<file path="config.mk">
export PLATFORM = sky130hd
export DESIGN_NAME = keypad_scanner
export DESIGN_NICKNAME = d
export VERILOG_FILES = /design/src/rtl/keypad_scanner.sv
export SDC_FILE = /design/constraint.sdc
export NUM_CORES = 1
export LEC_CHECK = 0
export CORE_MARGIN = 2
export CORE_UTILIZATION = 45
export CTS_CLUSTER_DIAMETER = 40
export DETAILED_ROUTE_END_ITERATION = 7
export RECOVER_POWER = 50
export SLEW_MARGIN = 40
export SYNTH_ARGS = -nofsm -noshare
export SYNTH_HDL_FRONTEND = slang
export SYNTH_SLANG_ARGS = --single-unit
</file>
<file path="constraint.sdc">
create_clock -name clock -period 4.7 [get_ports clock]
set_input_delay 0.705 -clock clock [delete_from_list [all_inputs] [get_ports clock]]
set_output_delay 0.705 -clock clock [all_outputs]
set_load 0.1 [all_outputs]
</file>
<file path="src/rtl/keypad_scanner.sv">
// keypad_scanner: scans a 4x4 active-low key matrix, debounces whole-scan results
// and encodes the single held key for the calculator control unit.
// Latency: outputs move only at a scan end, after DEBOUNCE_SCANS identical scans.
// Backpressure: none; free-running scanner, outputs are levels.
//
// Ports:
//   clock      system clock
//   reset      synchronous, active-high
//   row[3:0]   row returns, active-low, asynchronous (two-flop synchronized)
//   col[3:0]   column drive, active-low, exactly one bit low (registered)
//   button     code of the debounced key, valid while is_pressed=1
//   is_pressed high while a debounced single key is held
module keypad_scanner #(
   parameter int SCAN_DIV       = 100000,
   parameter int DEBOUNCE_SCANS = 3
) (
   input  logic       clock,
   input  logic       reset,
   input  logic [3:0] row,
   output logic [3:0] col,
   output logic [3:0] button,
   output logic       is_pressed
);

   localparam int DIV_W = $clog2(SCAN_DIV);
   localparam int CNT_W = $clog2(DEBOUNCE_SCANS + 1);
   localparam logic [DIV_W-1:0] DIV_LAST = DIV_W'(SCAN_DIV - 1);
   localparam logic [CNT_W-1:0] CNT_MAX  = CNT_W'(DEBOUNCE_SCANS);

   typedef enum logic [1:0] {
      RES_NONE  = 2'd0,
      RES_KEY   = 2'd1,
      RES_MULTI = 2'd2
   } res_kind_t;

   // Legend lookup: row r, column c -> button code
   function automatic logic [3:0] key_code(input logic [1:0] r, input logic [1:0] c);
      logic [3:0] code;
      case ({r, c})
         4'h0: code = 4'h1;
         4'h1: code = 4'h2;
         4'h2: code = 4'h3;
         4'h3: code = 4'hA;
         4'h4: code = 4'h4;
         4'h5: code = 4'h5;
         4'h6: code = 4'h6;
         4'h7: code = 4'hB;
         4'h8: code = 4'h7;
         4'h9: code = 4'h8;
         4'hA: code = 4'h9;
         4'hB: code = 4'hC;
         4'hC: code = 4'h0;
         4'hD: code = 4'hF;
         4'hE: code = 4'hE;
         default: code = 4'hD;
      endcase
      return code;
   endfunction

   logic [3:0]       r_row_s1;
   logic [3:0]       r_row_s2;
   logic [DIV_W-1:0] r_div;
   logic [1:0]       r_idx;
   logic [3:0]       r_col;
   res_kind_t        r_acc_kind;
   logic [3:0]       r_acc_code;
   res_kind_t        r_prev_kind;
   logic [3:0]       r_prev_code;
   logic [CNT_W-1:0] r_stable_cnt;
   logic [3:0]       r_button;
   logic             r_pressed;

   logic [2:0]       w_col_hits;
   logic [3:0]       w_col_code;
   res_kind_t        w_res_kind;
   logic [3:0]       w_res_code;
   logic             w_sample;
   logic             w_scan_end;
   logic             w_same;
   logic [CNT_W-1:0] w_cnt_next;

   assign w_sample   = (r_div == DIV_LAST);
   assign w_scan_end = w_sample && (r_idx == 2'd3);

   // Keys seen in the column currently driven
   always_comb begin
      w_col_hits = 3'd0;
      w_col_code = 4'h0;
      for (int r = 0; r < 4; r++) begin
         if (!r_row_s2[r]) begin
            w_col_hits = w_col_hits + 3'd1;
            w_col_code = key_code(2'(r), r_idx);
         end
      end
   end

   // Fold this column into the running scan result. Code is kept at 0 for
   // NONE/MULTI so that result comparison is a plain equality.
   always_comb begin
      w_res_kind = r_acc_kind;
      w_res_code = r_acc_code;
      if ((w_col_hits > 3'd1) || ((w_col_hits == 3'd1) && (r_acc_kind != RES_NONE))) begin
         w_res_kind = RES_MULTI;
         w_res_code = 4'h0;
      end else if (w_col_hits == 3'd1) begin
         w_res_kind = RES_KEY;
         w_res_code = w_col_code;
      end
   end

   assign w_same     = (w_res_kind == r_prev_kind) && (w_res_code == r_prev_code);
   assign w_cnt_next = !w_same ? CNT_W'(1) :
                       (r_stable_cnt == CNT_MAX) ? CNT_MAX : r_stable_cnt + CNT_W'(1);

   always_ff @(posedge clock) begin
      if (reset) begin
         r_row_s1     <= 4'hF;
         r_row_s2     <= 4'hF;
         r_div        <= '0;
         r_idx        <= 2'd0;
         r_col        <= 4'b1110;
         r_acc_kind   <= RES_NONE;
         r_acc_code   <= 4'h0;
         r_prev_kind  <= RES_NONE;
         r_prev_code  <= 4'h0;
         r_stable_cnt <= '0;
         r_button     <= 4'h0;
         r_pressed    <= 1'b0;
      end else begin
         r_row_s1 <= row;
         r_row_s2 <= r_row_s1;
         if (w_sample) begin
            r_div <= '0;
            r_idx <= r_idx + 2'd1;
            r_col <= ~(4'b0001 << (r_idx + 2'd1));
            if (w_scan_end) begin
               r_acc_kind   <= RES_NONE;
               r_acc_code   <= 4'h0;
               r_prev_kind  <= w_res_kind;
               r_prev_code  <= w_res_code;
               r_stable_cnt <= w_cnt_next;
               if (w_cnt_next == CNT_MAX) begin
                  case (w_res_kind)
                     RES_NONE: r_pressed <= 1'b0;
                     RES_KEY: begin
                        if (!r_pressed) begin
                           r_button  <= w_res_code;
                           r_pressed <= 1'b1;
                        end else if (r_button != w_res_code) begin
                           // Force a low gap so the new key gets its own rising edge
                           r_pressed <= 1'b0;
                        end
                     end
                     default: ; // MULTI: ghosting/rollover never changes outputs
                  endcase
               end
            end else begin
               r_acc_kind <= w_res_kind;
               r_acc_code <= w_res_code;
            end
         end else begin
            r_div <= r_div + DIV_W'(1);
         end
      end
   end

   assign col        = r_col;
   assign button     = r_button;
   assign is_pressed = r_pressed;

endmodule

</file>
==> flow_metrics.py, run 1 <==
metrics = {
    "sta": {
        "fin_crit_sh": 0.8221,
        "hold_violations": 0,
        "whs_ns": 0.4158,
        "period_minus_slack_ns": 3.864,
        "max_freq_mhz": 258.8,
        "final.setup.worst_slack_ns": 0.8362,
        "finalSetupViolations": 0,
        "setup_tns_ns": 0,
        "clock_skew_ns": 0.005240,
        "drv_slew": 0,
        "grt_setup_unrepaired": "no",
        "tightest_slew_ns": 1.485,
        "slew_headroom": 0.009920,
    },
    "worst_setup_path": {
        "required_ns": 4.90,
        "cp_num_buf_inv": 1,
        "critical_path.max_fanout": 8,
        "path_class": "reg -> reg",
        "crit_chain": "inv_1 > ha_1 > xnor2_1 > ha_1 > nor3b_1 > mux2i_1 > nand2_1 > nand2b_1 > a22o_1 > nor4_4 > mux2_4",
        "path_depth": 11,
        "cpMostUsedCell": "ha_1",
        "critPathSlowestCell": "xnor2_1",
        "cp_top_family": "simple AND/OR/NAND/NOR gates",
        "worstRegToRegCells": 11,
        "max_stage_delay_ns": 0.54,
        "critPathArrivalTime_ns": 4.06,
        "crit_path_start_kind": "flip-flop",
        "crit_path_end_kind": "flip-flop",
    },
    "yosys": {
        "synth.net_count": 350,
        "synth_ff_type": "dfxtp_1",
        "avgSynthCellArea_um2": 8.582,
        "ys_types": 65,
        "synth_area_mm2": 0.002866,
        "syn_inst": 334,
        "yosysSeqAreaShare": 0.3492,
        "ys_warn_count": 0,
        "ys_async_sr_fraction": 0,
        "synth_edf_count": 0,
        "ys_seq_elements": 50,
    },
    "global_routing": {
        "antenna_found_initial": 0,
        "grt_overflow": 0,
        "grt_max_degree": 38,
        "grt_use_total": 0.1864,
        "grt_pass1_vias": 2223,
        "grt_pass1_wl_mm": 10.80,
    },
    "drt": {
        "drc": 0,
        "antenna_left": 0,
        "drt_first_pass_iters": 4,
        "vias": 2338,
        "wl_met3_um": 165,
        "wl_met1_mm": 3.112,
        "drtIter0Drc": 134,
        "wl_met2_mm": 2.844,
        "routed_wl_mm": 6.194,
        "vias_per_cell": 5.580,
        "top_layer": "met4",
        "wl_per_cell_um": 14.78,
    },
    "clock_tree": {
        "cts_hold_buf": 0,
        "postCtsSetupBuffers": 0,
        "ctsLongestPathBuffers": 2,
        "tritoncts": "done",
        "cts-resized-gates": 0,
        "cts_buffers": 5,
        "clock-sinks": 50,
        "clk_latency_ns": 0.30,
        "ctsHtreeMaxLevel": 2,
        "clk_pin_slew_ns": 0.10,
        "cts_root_buf": "clkbuf_8",
    },
    "power_and_ir_drop": {
        "p_int_w": 0.0005848,
        "combinationalPowerShare": 0.111,
        "ir_drop_mv": 0.1332,
        "share_seq_of_total_power": 0.551,
        "p_per_area_mw_per_mm2": 256.6,
        "power_frac_clock": 0.338,
        "switching_share": 0.2597,
        "p_leak_nw": 1.115,
        "p_switching_w": 0.0002051,
    },
    "placement": {
        "place_ws_ns": 0.8696,
        "dp_hpwl_mm": 4.625,
        "gp_congestion": 0.8749,
        "dp_cells": 411,
        "placed_cell_area_mm2": 0.002994,
        "portBuffers": 14,
    },
    "floorplan": {
        "dieWidth_um": 83.81,
        "rows": 29,
        "die_area_mm2": 0.007024,
        "die_y_um": 83.81,
        "num_io_pins": 15,
        "core_mm2": 0.006241,
        "initial_core_util": 0.4593,
    },
    "cells_and_area": {
        "drive_above_1_share": 0.09064,
        "synthToLayoutAreaGrowth_pct": 7.377,
        "final_cell_count_no_fill": 419,
        "fin_nets": 357,
        "final_cell_area_mm2": 0.003078,
        "n_antenna_cell": 0,
    },
    "flow_run": {
        "max_cap_violations": 0,
    },
    "worst_hold_path": {
        "hold_depth": 1,
        "worstHoldPathType": "reg -> reg",
    },
    "status": {
        "status": "complete, no violations",
    },
}
==> logic make-up (layout without fill, tap and decap cells) <==
family                     count (synthesis)  count (layout)  share of synthesized area
adders and majority gates                 10              10                    0.04365
buffers and inverters                     24              32                    0.03666
xor gates and xnor gates                  24              24                    0.08337
and+or+nand+nor                          149             149                     0.2746
muxes                                      7               7                    0.03186
DFF                                       50              50                     0.3492
AOI/OAI and AO/OA                         70              70                     0.1807
==> per-layer routing <==
layer | track usage | up-vias
li1 | - | 1212
met1 | 0.2577 | 1088
met5 | 0 | -
met2 | 0.3040 | 31
met4 | 0.04545 | 0
met3 | 0.03165 | 7
==> sequential cells by signal, indices dropped and copies added, names as in the netlist <==
name / flops
r_div: 17
r_prev_kind: 2
r_idx: 2
col: 4
r_stable_cnt: 2
r_acc_code: 4
r_row_s1: 4
r_acc_kind: 2
button: 4
r_prev_code: 4
is_pressed: 1
r_row_s2: 4
==> synth_stat cells (all sizes together) (3+ instances only) <==
cell type,number,area share
inv,9,0.012
dfxtp,50,0.35
o211ai,8,0.021
nor2b,6,0.013
nor3,9,0.016
nor4,4,0.016
o21ai,7,0.012
clkbuf,10,0.013
xor2,15,0.046
nor2,45,0.062
and3,8,0.017
o2111ai,4,0.012
nand3,11,0.019
buf,5,0.012
nand2b,3,0.0065
nor3b,7,0.018
a21oi,22,0.038
a211oi,5,0.015
nand4,4,0.0087
ha,10,0.044
mux2,5,0.025
or2,12,0.026
nand2,28,0.037
xnor2,7,0.021
==> power by group through the flow <==
stage | combinational (W) | sequential, W | clock [W]
finish | 0.0000874 | 0.000435 | 0.000267
global route | 0.0000979 | 0.000437 | 0.000299
CTS | 0.0000886 | 0.000435 | 0.000278
detailed placement | 0.0000881 | 0.000445 | 0
global placement | 0.0000880 | 0.000445 | 0
floorplan | 0.0000720 | 0.000441 | 0
==> path summary, 6_finish.rpt <==
| check | start | slack [ns] | to |
|---|---|---|---|
| max reg2reg | r_row_s2[1] | 0.84 | button[1] |
| min | r_row_s1[2] | 0.42 | r_row_s2[2] |
| max | r_row_s2[1] | 0.84 | button[1] |
| min reg2reg | r_row_s1[2] | 0.42 | r_row_s2[2] |
==> stage by stage <==
| step | power (W) | utilization |
|---|---|---|
| floorplan | 0.0005133 | - |
| global placement | 0.0005329 | 0.4870 |
| global route | 0.0008333 | 0.4932 |
| finish | 0.0007899 | 0.4932 |
| CTS | 0.0008014 | 0.4956 |
| detailed placement | 0.0005332 | 0.4798 |
==> layout by cell type, fill, tap and decap left out, types with 4 or more instances in the layout <==
cell type        count
clkbuf_8             6
clkdlybuf4s50_1      4
nor2b_1              6
o2111ai_1            4
nand3_1             11
or2_2               10
nor3b_1              7
dfxtp_1             50
ha_1                10
nor3_1               9
xor2_1              15
a21oi_1             22
mux2_4               4
xnor2_1              7
inv_1                9
a211oi_1             4
o211ai_1             8
o21ai_0              5
and3_1               8
nand4_1              4
clkbuf_1            10
nor2_1              44
nand2_1             28
==> layout make-up <==
class	instances	area, um2
sequential	50	1001
clock buffer	6	82.58
multi-input combinational	260	1760
timing repair buffer	15	87.58
inverter	9	33.78
tap	77	96.34
clock inverter	2	16.27
fill	637	3163
Power figures use the tool's default switching activity.
==> run 2, diff against run 1 <==
==> constraint.sdc (replaced) <==
create_clock -name clock -period 4 [get_ports clock]
set_input_delay 0.6 -clock clock [delete_from_list [all_inputs] [get_ports clock]]
set_output_delay 0.6 -clock clock [all_outputs]
set_load 0.1 [all_outputs]
==> flow_metrics.py, run 2 (synthesized netlist as in run 1, its figures left out) <==
metrics = {
    "flow_run": {
        "max_cap_violations": 0,
    },
    "clock_tree": {
        "ctsLongestPathBuffers": 2,
        "clock-sinks": 50,
        "clk_latency_ns": 0.30,
        "postCtsSetupBuffers": 0,
        "cts_hold_buf": 0,
        "ctsHtreeMaxLevel": 2,
        "tritoncts": "done",
        "cts_buffers": 5,
        "clk_pin_slew_ns": 0.09,
        "cts_root_buf": "clkbuf_8",
    },
    "sta": {
        "tightest_slew_ns": 1.433,
        "clock_skew_ns": 0.01143,
        "finalSetupViolations": 0,
        "setup_tns_ns": 0,
        "hold_violations": 0,
        "final.setup.worst_slack_ns": 0.4072,
        "period_minus_slack_ns": 3.593,
        "slew_headroom": 0.04485,
        "drv_slew": 0,
        "grt_setup_unrepaired": "no",
        "max_freq_mhz": 278.3,
        "fin_crit_sh": 0.8982,
    },
    "power_and_ir_drop": {
        "ir_drop_mv": 0.1753,
        "p_leak_nw": 1.137,
        "p_per_area_mw_per_mm2": 310.4,
        "p_switching_w": 0.0002332,
        "finalPower_w": 0.0009631,
        "share_seq_of_total_power": 0.531,
        "combinationalPowerShare": 0.109,
        "p_int_w": 0.0007299,
        "switching_share": 0.2422,
        "power_frac_clock": 0.359,
    },
    "cells_and_area": {
        "drive_above_1_share": 0.09621,
        "fin_nets": 358,
        "largest_register_ffs": 17,
        "final_cell_mix": "dfxtp_1 (50), nor2_1 (44), nand2_1 (28)",
        "top_register": "r_div",
        "n_antenna_cell": 0,
        "final_common_cell": "dfxtp_1",
        "fill_cells": 618,
        "regArea_mm2": 0.001001,
        "multi_input_area_mm2": 0.001768,
        "final_cell_area_mm2": 0.003103,
        "synthToLayoutAreaGrowth_pct": 8.250,
    },
    "placement": {
        "portBuffers": 14,
        "gp_congestion": 0.8955,
        "place_ws_ns": 0.2093,
        "placed_cell_area_mm2": 0.003002,
        "dp_hpwl_mm": 4.624,
    },
    "drt": {
        "vias_per_cell": 5.564,
        "antenna_left": 0,
        "vias": 2337,
        "drt_first_pass_iters": 4,
        "drtIter0Drc": 209,
        "wl_per_cell_um": 14.96,
        "routed_wl_mm": 6.283,
        "drc": 0,
    },
    "floorplan": {
        "core_mm2": 0.006241,
        "rows": 29,
        "dieWidth_um": 83.81,
        "initial_core_util": 0.4593,
        "die_area_mm2": 0.007024,
        "die_y_um": 83.81,
        "num_io_pins": 15,
    },
    "worst_hold_path": {
        "worstHoldPathType": "reg -> reg",
    },
    "worst_setup_path": {
        "crit_path_end_kind": "flip-flop",
        "critPathArrivalTime_ns": 3.79,
        "required_ns": 4.20,
        "critical_path.max_fanout": 8,
        "crit_path_start_kind": "flip-flop",
        "path_class": "reg -> reg",
    },
    "global_routing": {
        "grt_pass1_wl_mm": 10.83,
        "grt_pass1_vias": 2237,
        "grt_overflow": 0,
        "grt_max_degree": 37,
        "grt_use_total": 0.1864,
        "antenna_found_initial": 0,
    },
    "status": {
        "status": "complete, no violations",
    },
}
[run 2: cell count changes in the layout (fill, tap and decap cells not counted)]
cell	before	now
or2_0	1	2
xnor2_2	0	1
buf_4	0	1
clkinv_2	0	2
clkinvlp_4	1	0
clkbuf_8	6	5
inv_6	1	0
or2_1	1	0
xnor2_1	7	6
bufinv_16	0	1
[run 2: what timing repair did]
item	CTS	global route
endpoints found under the hold margin	0	0
gates resized for setup	0	1
setup endpoints to repair	0	4
[run 2: cell type report]
type                       instances  area share
clock buffer                       5     0.02218
sequential                        50      0.3226
timing repair buffer              16     0.03065
multi-input combinational        260      0.5698
tap                               77     0.03105
clock inverter                     3     0.01290
inverter                           9     0.01089
[run 2: final timing paths]
kind	startpoint	to	cells past startpoint	slack [ns]
max reg2reg	r_row_s2[1]	button[3]	11	0.41
min reg2reg	r_row_s1[0]	r_row_s2[0]	1	0.41
min	r_row_s1[0]	r_row_s2[0]	1	0.41
max	r_row_s2[1]	button[3]	11	0.41
[run 2: metal layers]
metal | vias to the layer above | track usage | wire (um) | share of wire
li1 | 1206 | - | - | -
met1 | 1077 | 0.2551 | 3040 | 0.48
met2 | 48 | 0.2982 | 2963 | 0.47
met3 | 6 | 0.02770 | 194 | 0.031
met4 | 0 | 0.06891 | 84 | 0.013
met5 | - | 0 | 0 | 0
[run 2: stage by stage]
step	util	std cells	hold slack [ns]
finish	0.4972	420	0.4119
global route	0.4972	420	0.4297
CTS	0.4984	420	0.4145
detailed placement	0.4810	412	0.3937
global placement	0.4882	412	0.3918
floorplan	-	334	0.3895
[run 2: power groups by stage]
| stage | Clock [W] | Combinational [W] | Sequential, W |
|---|---|---|---|
| 2_1_floorplan | 0 | 0.0000846 | 0.000518 |
| 3_3_place_gp | 0 | 0.000105 | 0.000523 |
| 3_5_place_dp | 0 | 0.000105 | 0.000523 |
| 4_1_cts | 0.000363 | 0.000105 | 0.000511 |
| 5_1_grt | 0.000380 | 0.000119 | 0.000513 |
| 6_report | 0.000346 | 0.000105 | 0.000511 |
[run 2: worst max-delay path, cell delays in order, from the launching register on]
cell,delay (ns)
dfxtp_1,0.43
inv_1,0.10
ha_1,0.36
xnor2_2,0.37
ha_1,0.32
nor3b_1,0.24
mux2i_1,0.19
a221oi_1,0.41
and3_1,0.23
o211ai_1,0.13
nor4_4,0.38
mux2_4,0.34
==> edit 1 (config.mk and constraints of run 2) <==
The parameter `SCAN_DIV` goes from 100000 to 400000.
--- a/src/rtl/keypad_scanner.sv
+++ b/src/rtl/keypad_scanner.sv
@@ -11,7 +11,7 @@
 //   button     code of the debounced key, valid while is_pressed=1
 //   is_pressed high while a debounced single key is held
 module keypad_scanner #(
-   parameter int SCAN_DIV       = 100000,
+   parameter int SCAN_DIV       = 400000,
    parameter int DEBOUNCE_SCANS = 3
 ) (
    input  logic       clock,
Function: same outputs for any inputs over 10 cycles, from zero or initial values and one cycle with reset high; that may be too few to reach the edited logic, so the function may still have changed.
==> edit 1 against run 2 <==
- critical path depth is the same
- first-iteration DRC count is 54% lower
- combinational power grew 14%
- power increased by 1.0%
- synthesized cell count fell by 1.2%
- area after synthesis down 1.0%
- final area is 1.5% lower
- setup slack lost 100 ps
- count of clock-buffer cells in the layout increased by 1
- highest routed layer unchanged
- largest cell class unchanged
- clock power fell by 7.2%
- routed wire length fell by 7.4%
- critical endpoint is now button[2]$_SDFFE_PP0P_
- sequential cell count rose by 2
==> edit 1: results (changes against run 2) <==
| Metric | Value |
|---|---|
| Pin count of the biggest net entering global routing | `30 (was 37)` |
| Peak supply drop | `186 µV (was 175 µV)` |
| Critical path's largest stage delay | `460 ps (was 430 ps)` |
| Area of the core region | `0.00599 mm² (was 0.00624 mm²)` |
| Cell internal power dissipation | `0.000718 W (was 0.000730 W)` |
| Number of unique standard cell types used by synthesis | `57 (was 65)` |
| Register containing the most flip-flops in the final layout | `r_div (unchanged)` |
| Fillers | `580 (was 618)` |
| Drt first-iter violations | `96 (was 209)` |
| Total routing resource utilization after global routing | `17.4% (was 18.6%)` |
| R2r setup slk | `310 ps (was 410 ps)` |
| Wire length of the first global-routing pass | `10.0 mm (was 10.8 mm)` |
| Detailed placer's ending HPWL | `4.18 mm (was 4.62 mm)` |
| Sequential share of the synthesized area | `36.7% (was 34.9%)` |
| Synth top cells by count | `sky130_fd_sc_hd__dfxtp_1 (52), sky130_fd_sc_hd__nor2_1 (47), sky130_fd_sc_hd__nand2_1 (29) (was sky130_fd_sc_hd__dfxtp_1 (50), sky130_fd_sc_hd__nor2_1 (44), sky130_fd_sc_hd__nand2_1 (28))` |
| Share of layout cells above drive strength 1 | `10.3% (was 9.62%)` |
| Worst slew slack as a fraction of its limit | `22.0% (was 4.49%)` |
| Buffer levels on the longest clock path | `2 (unchanged)` |
| Clock latency reported for the late side of the worst-skew pair | `310 ps` |
| Leakage power of the design | `1.17 nW (was 1.14 nW)` |
| Worst R2R End | `button[2]$_SDFFE_PP0P_ (was button[3]$_SDFFE_PP0P_)` |
| DRT Wirelength | `5.82 mm (was 6.28 mm)` |
| Synthesized Nets | `346 (was 350)` |
| Largest cells by area after synthesis | `sky130_fd_sc_hd__dfxtp_1 (37%), sky130_fd_sc_hd__nor2_1 (6.2%), sky130_fd_sc_hd__xor2_1 (4.9%) (was sky130_fd_sc_hd__dfxtp_1 (35%), sky130_fd_sc_hd__nor2_1 (5.8%), sky130_fd_sc_hd__xor2_1 (4.6%))` |
| Outcome | `complete, no violations (unchanged)` |
| Layout Nets | `356 (was 358)` |
| Setup slack after placement | `384 ps (was 209 ps)` |
| Count of placed standard cells including taps | `408 (was 412)` |
| Start point of the worst hold path | `r_row_s1[2]$_SDFF_PP1_ (was r_row_s1[0]$_SDFF_PP1_)` |
| Hold-critical path endpoint | `r_row_s2[2]$_SDFF_PP1_ (was r_row_s2[0]$_SDFF_PP1_)` |
| Total number of vias | `2233 (was 2337)` |
| Routed length per instance | `14.0 µm (was 15.0 µm)` |
| Placer's final routability congestion estimate | `0.849 (was 0.896)` |
-- edit 1: logic make-up after synthesis --
family | synth area share, %
multiplexers | 2.65
flip-flops | 36.7
AO/OA/AOI/OAI | 13.8
adder cells (fa/ha/maj) | 4.41
buffers and inverters | 4.19
XOR/XNOR | 10.0
AND/OR/NAND/NOR | 28.3
-- edit 1: worst max-delay path by stage --
stage	startpoint	end	slack, ps	cells past startpoint
3_3_place_gp	r_row_s2[1]$_SDFF_PP1_	button[2]$_SDFFE_PP0P_	490	11
2_1_floorplan	r_row_s2[1]$_SDFF_PP1_	button[2]$_SDFFE_PP0P_	810	12
4_1_cts	r_row_s2[1]$_SDFF_PP1_	button[2]$_SDFFE_PP0P_	360	11
3_5_place_dp	r_row_s2[1]$_SDFF_PP1_	button[2]$_SDFFE_PP0P_	380	11
6_report	r_row_s2[1]$_SDFF_PP1_	button[2]$_SDFFE_PP0P_	310	11
5_1_grt	r_row_s2[1]$_SDFF_PP1_	button[2]$_SDFFE_PP0P_	130	11
-- edit 1: power by group through the flow --
stage	Combinational, W	Clock [W]	Sequential [W]
floorplan	0.0000963	0	0.000540
global placement	0.000120	0	0.000543
detailed placement	0.000120	0	0.000543
CTS	0.000121	0.000337	0.000531
global route	0.000134	0.000351	0.000533
finish	0.000120	0.000321	0.000531
-- edit 1: routing by layer --
metal	vias to the layer above	share of wire, %	wire [µm]	GRT usage (%)
li1	1161	-	-	-
met1	1027	49	2880	23.1
met2	36	44	2590	27.8
met3	9	4.4	254	3.68
met4	0	1.6	95	6.30
met5	-	0	0	0
-- edit 1: through the flow --
| stage | area (µm²) | hold WS [ps] |
|---|---|---|
| 2_1_floorplan | 2840 | 389 |
| 3_5_place_dp | 2980 | 397 |
| 3_3_place_gp | 3020 | 391 |
| 5_1_grt | 3060 | 446 |
| 4_1_cts | 3070 | 420 |
| 6_report | 3060 | 420 |
-- edit 1: final cells by class --
class                      count  area (µm²)  share of cell area, %
sequential                    52        1040                   34.1
inverter                      10        37.5                   1.23
clock buffer                   6        82.6                   2.70
tap                           75        93.8                   3.07
multi-input combinational    253        1680                   54.9
timing repair buffer          18         110                   3.60
clock inverter                 2        13.8                  0.450
-- edit 1: critical path: cells and delay by family, from the launching register on --
kind                       cells  cell delay [ps]
and+or+nand+nor                4             1020
xor gates and xnor gates       2              610
adders and majority gates      2              580
DFF                            1              460
AOI/OAI and AO/OA              1              450
muxes                          1              390
buffers and inverters          1               80
==> edit 2 (flow settings as in run 2) <==
Without the edit above. Encoding of `res_kind_t`: now one-hot (3 bits for 3 values).
--- a/src/rtl/keypad_scanner.sv
+++ b/src/rtl/keypad_scanner.sv
@@ -27,10 +27,10 @@
    localparam logic [DIV_W-1:0] DIV_LAST = DIV_W'(SCAN_DIV - 1);
    localparam logic [CNT_W-1:0] CNT_MAX  = CNT_W'(DEBOUNCE_SCANS);
 
-   typedef enum logic [1:0] {
-      RES_NONE  = 2'd0,
-      RES_KEY   = 2'd1,
-      RES_MULTI = 2'd2
+   typedef enum logic [2:0] {
+      RES_NONE  = 3'b001,
+      RES_KEY   = 3'b010,
+      RES_MULTI = 3'b100
    } res_kind_t;
 
    // Legend lookup: row r, column c -> button code
Check against the original RTL: no difference found for any inputs over 10 cycles, from zero or initial values and one cycle with reset high; not proved beyond that.
==> edit 2 against run 2 <==
- power fell by 1.7%
- critical endpoint is now button[1]$_SDFFE_PP0P_
- routed wire length decreased by 12%
- cell count is 4.5% lower
- maximum frequency is 0.60% lower
- sequential cell count is 2 higher
- final area is 4.9% lower
- area after synthesis shrank 4.9%
- setup slack lost 22 ps
==> edit 2: results (changes against run 2) <==
| Metric | Value |
|---|---|
| Slowest-stage cell, CP | `sky130_fd_sc_hd__or4_1 (was sky130_fd_sc_hd__dfxtp_1)` |
| Hold-critical path endpoint | `r_row_s2[2]$_SDFF_PP1_ (was r_row_s2[0]$_SDFF_PP1_)` |
| Vias in the first global route | `1997 (was 2237)` |
| Max Clock Skew | `6.53 ps (was 11.4 ps)` |
| Total routing resource utilization after global routing | `18.3% (was 18.6%)` |
| Start point of the worst hold path | `r_row_s1[2]$_SDFF_PP1_ (was r_row_s1[0]$_SDFF_PP1_)` |
| Wire length of the first global-routing pass | `9.41 mm (was 10.8 mm)` |
| Cell count of the worst reg-to-reg path | `12 (was 11)` |
| Critical Path Fanout Max | `7 (was 8)` |
| Synthesized Nets | `328 (was 350)` |
| Number of unique standard cell types used by synthesis | `61 (was 65)` |
| Area fraction in compound gates after synthesis | `14.7% (was 18.1%)` |
| Pin count of the biggest net entering global routing | `30 (was 37)` |
| Total number of vias | `2165 (was 2337)` |
| Fillers | `570 (was 618)` |
| Synth top cells by count | `sky130_fd_sc_hd__dfxtp_1 (52), sky130_fd_sc_hd__nor2_1 (48), sky130_fd_sc_hd__nand2_1 (27) (was sky130_fd_sc_hd__dfxtp_1 (50), sky130_fd_sc_hd__nor2_1 (44), sky130_fd_sc_hd__nand2_1 (28))` |
| Sequential share of the synthesized area | `38.2% (was 34.9%)` |
| Routed length per instance | `13.9 µm (was 15.0 µm)` |
| Layout Nets | `341 (was 358)` |
| Largest cells by area after synthesis | `sky130_fd_sc_hd__dfxtp_1 (38%), sky130_fd_sc_hd__nor2_1 (6.6%), sky130_fd_sc_hd__ha_1 (4.6%) (was sky130_fd_sc_hd__dfxtp_1 (35%), sky130_fd_sc_hd__nor2_1 (5.8%), sky130_fd_sc_hd__xor2_1 (4.6%))` |
| Worst R2R End | `button[1]$_SDFFE_PP0P_ (was button[3]$_SDFFE_PP0P_)` |
| Switching Power | `0.000240 W (was 0.000233 W)` |
| Share of layout cells above drive strength 1 | `9.51% (was 9.62%)` |
| Xor and xnor area share after synthesis | `8.26% (was 8.34%)` |
| R2r setup slk | `390 ps (was 410 ps)` |
| Detailed placer's ending HPWL | `4.00 mm (was 4.62 mm)` |
| Outcome | `complete, no violations (unchanged)` |
| Leakage power of the design | `1.06 nW (was 1.14 nW)` |
| Drt first pass iters | `5 (was 4)` |
| Critical path's largest stage delay | `460 ps (was 430 ps)` |
-- edit 2: layout make-up --
class	count	area (µm²)	area share, %
clock buffers	6	82.6	2.80
clock inverters	2	10.0	0.339
inverters	12	45.0	1.53
multi-input cells	236	1570	53.2
flip-flops and latches	52	1040	35.3
well taps	75	93.8	3.18
repair buffers	18	110	3.73
-- edit 2: per-layer routing --
layer  global-route usage (%)  vias to the layer above  share of wire, %
li1                         -                     1110                 -
met1                     24.4                     1018                50
met2                     29.9                       29                46
met3                     3.85                        8               2.6
met4                     5.00                        0               1.3
met5                        0                        -                 0
-- edit 2: power groups by stage --
stage / clock network (W) / logic, W / registers, W
4_1_cts: 0.000317 / 0.000108 / 0.000530
2_1_floorplan: 0 / 0.0000868 / 0.000539
6_report: 0.000310 / 0.000107 / 0.000529
5_1_grt: 0.000338 / 0.000119 / 0.000531
3_5_place_dp: 0 / 0.000107 / 0.000542
3_3_place_gp: 0 / 0.000108 / 0.000541
-- edit 2: how the worst max path moves through the flow --
stage,startpoint,to,slack [ps],cells past startpoint
floorplan,r_row_s2[1]$_SDFF_PP1_,button[3]$_SDFFE_PP0P_,710,13
global placement,r_row_s2[1]$_SDFF_PP1_,button[0]$_SDFFE_PP0P_,470,12
detailed placement,r_row_s2[1]$_SDFF_PP1_,button[2]$_SDFFE_PP0P_,400,12
CTS,r_row_s2[1]$_SDFF_PP1_,button[1]$_SDFFE_PP0P_,370,12
global route,r_row_s2[1]$_SDFF_PP1_,button[1]$_SDFFE_PP0P_,20,12
finish,r_row_s2[1]$_SDFF_PP1_,button[1]$_SDFFE_PP0P_,390,12
-- edit 2: through the flow --
step	total power, W	instance area, µm²	cells
floorplan	0.000626	2730	312
global placement	0.000649	2920	393
detailed placement	0.000649	2870	393
CTS	0.000954	2970	401
global route	0.000987	2950	401
finish	0.000947	2950	401
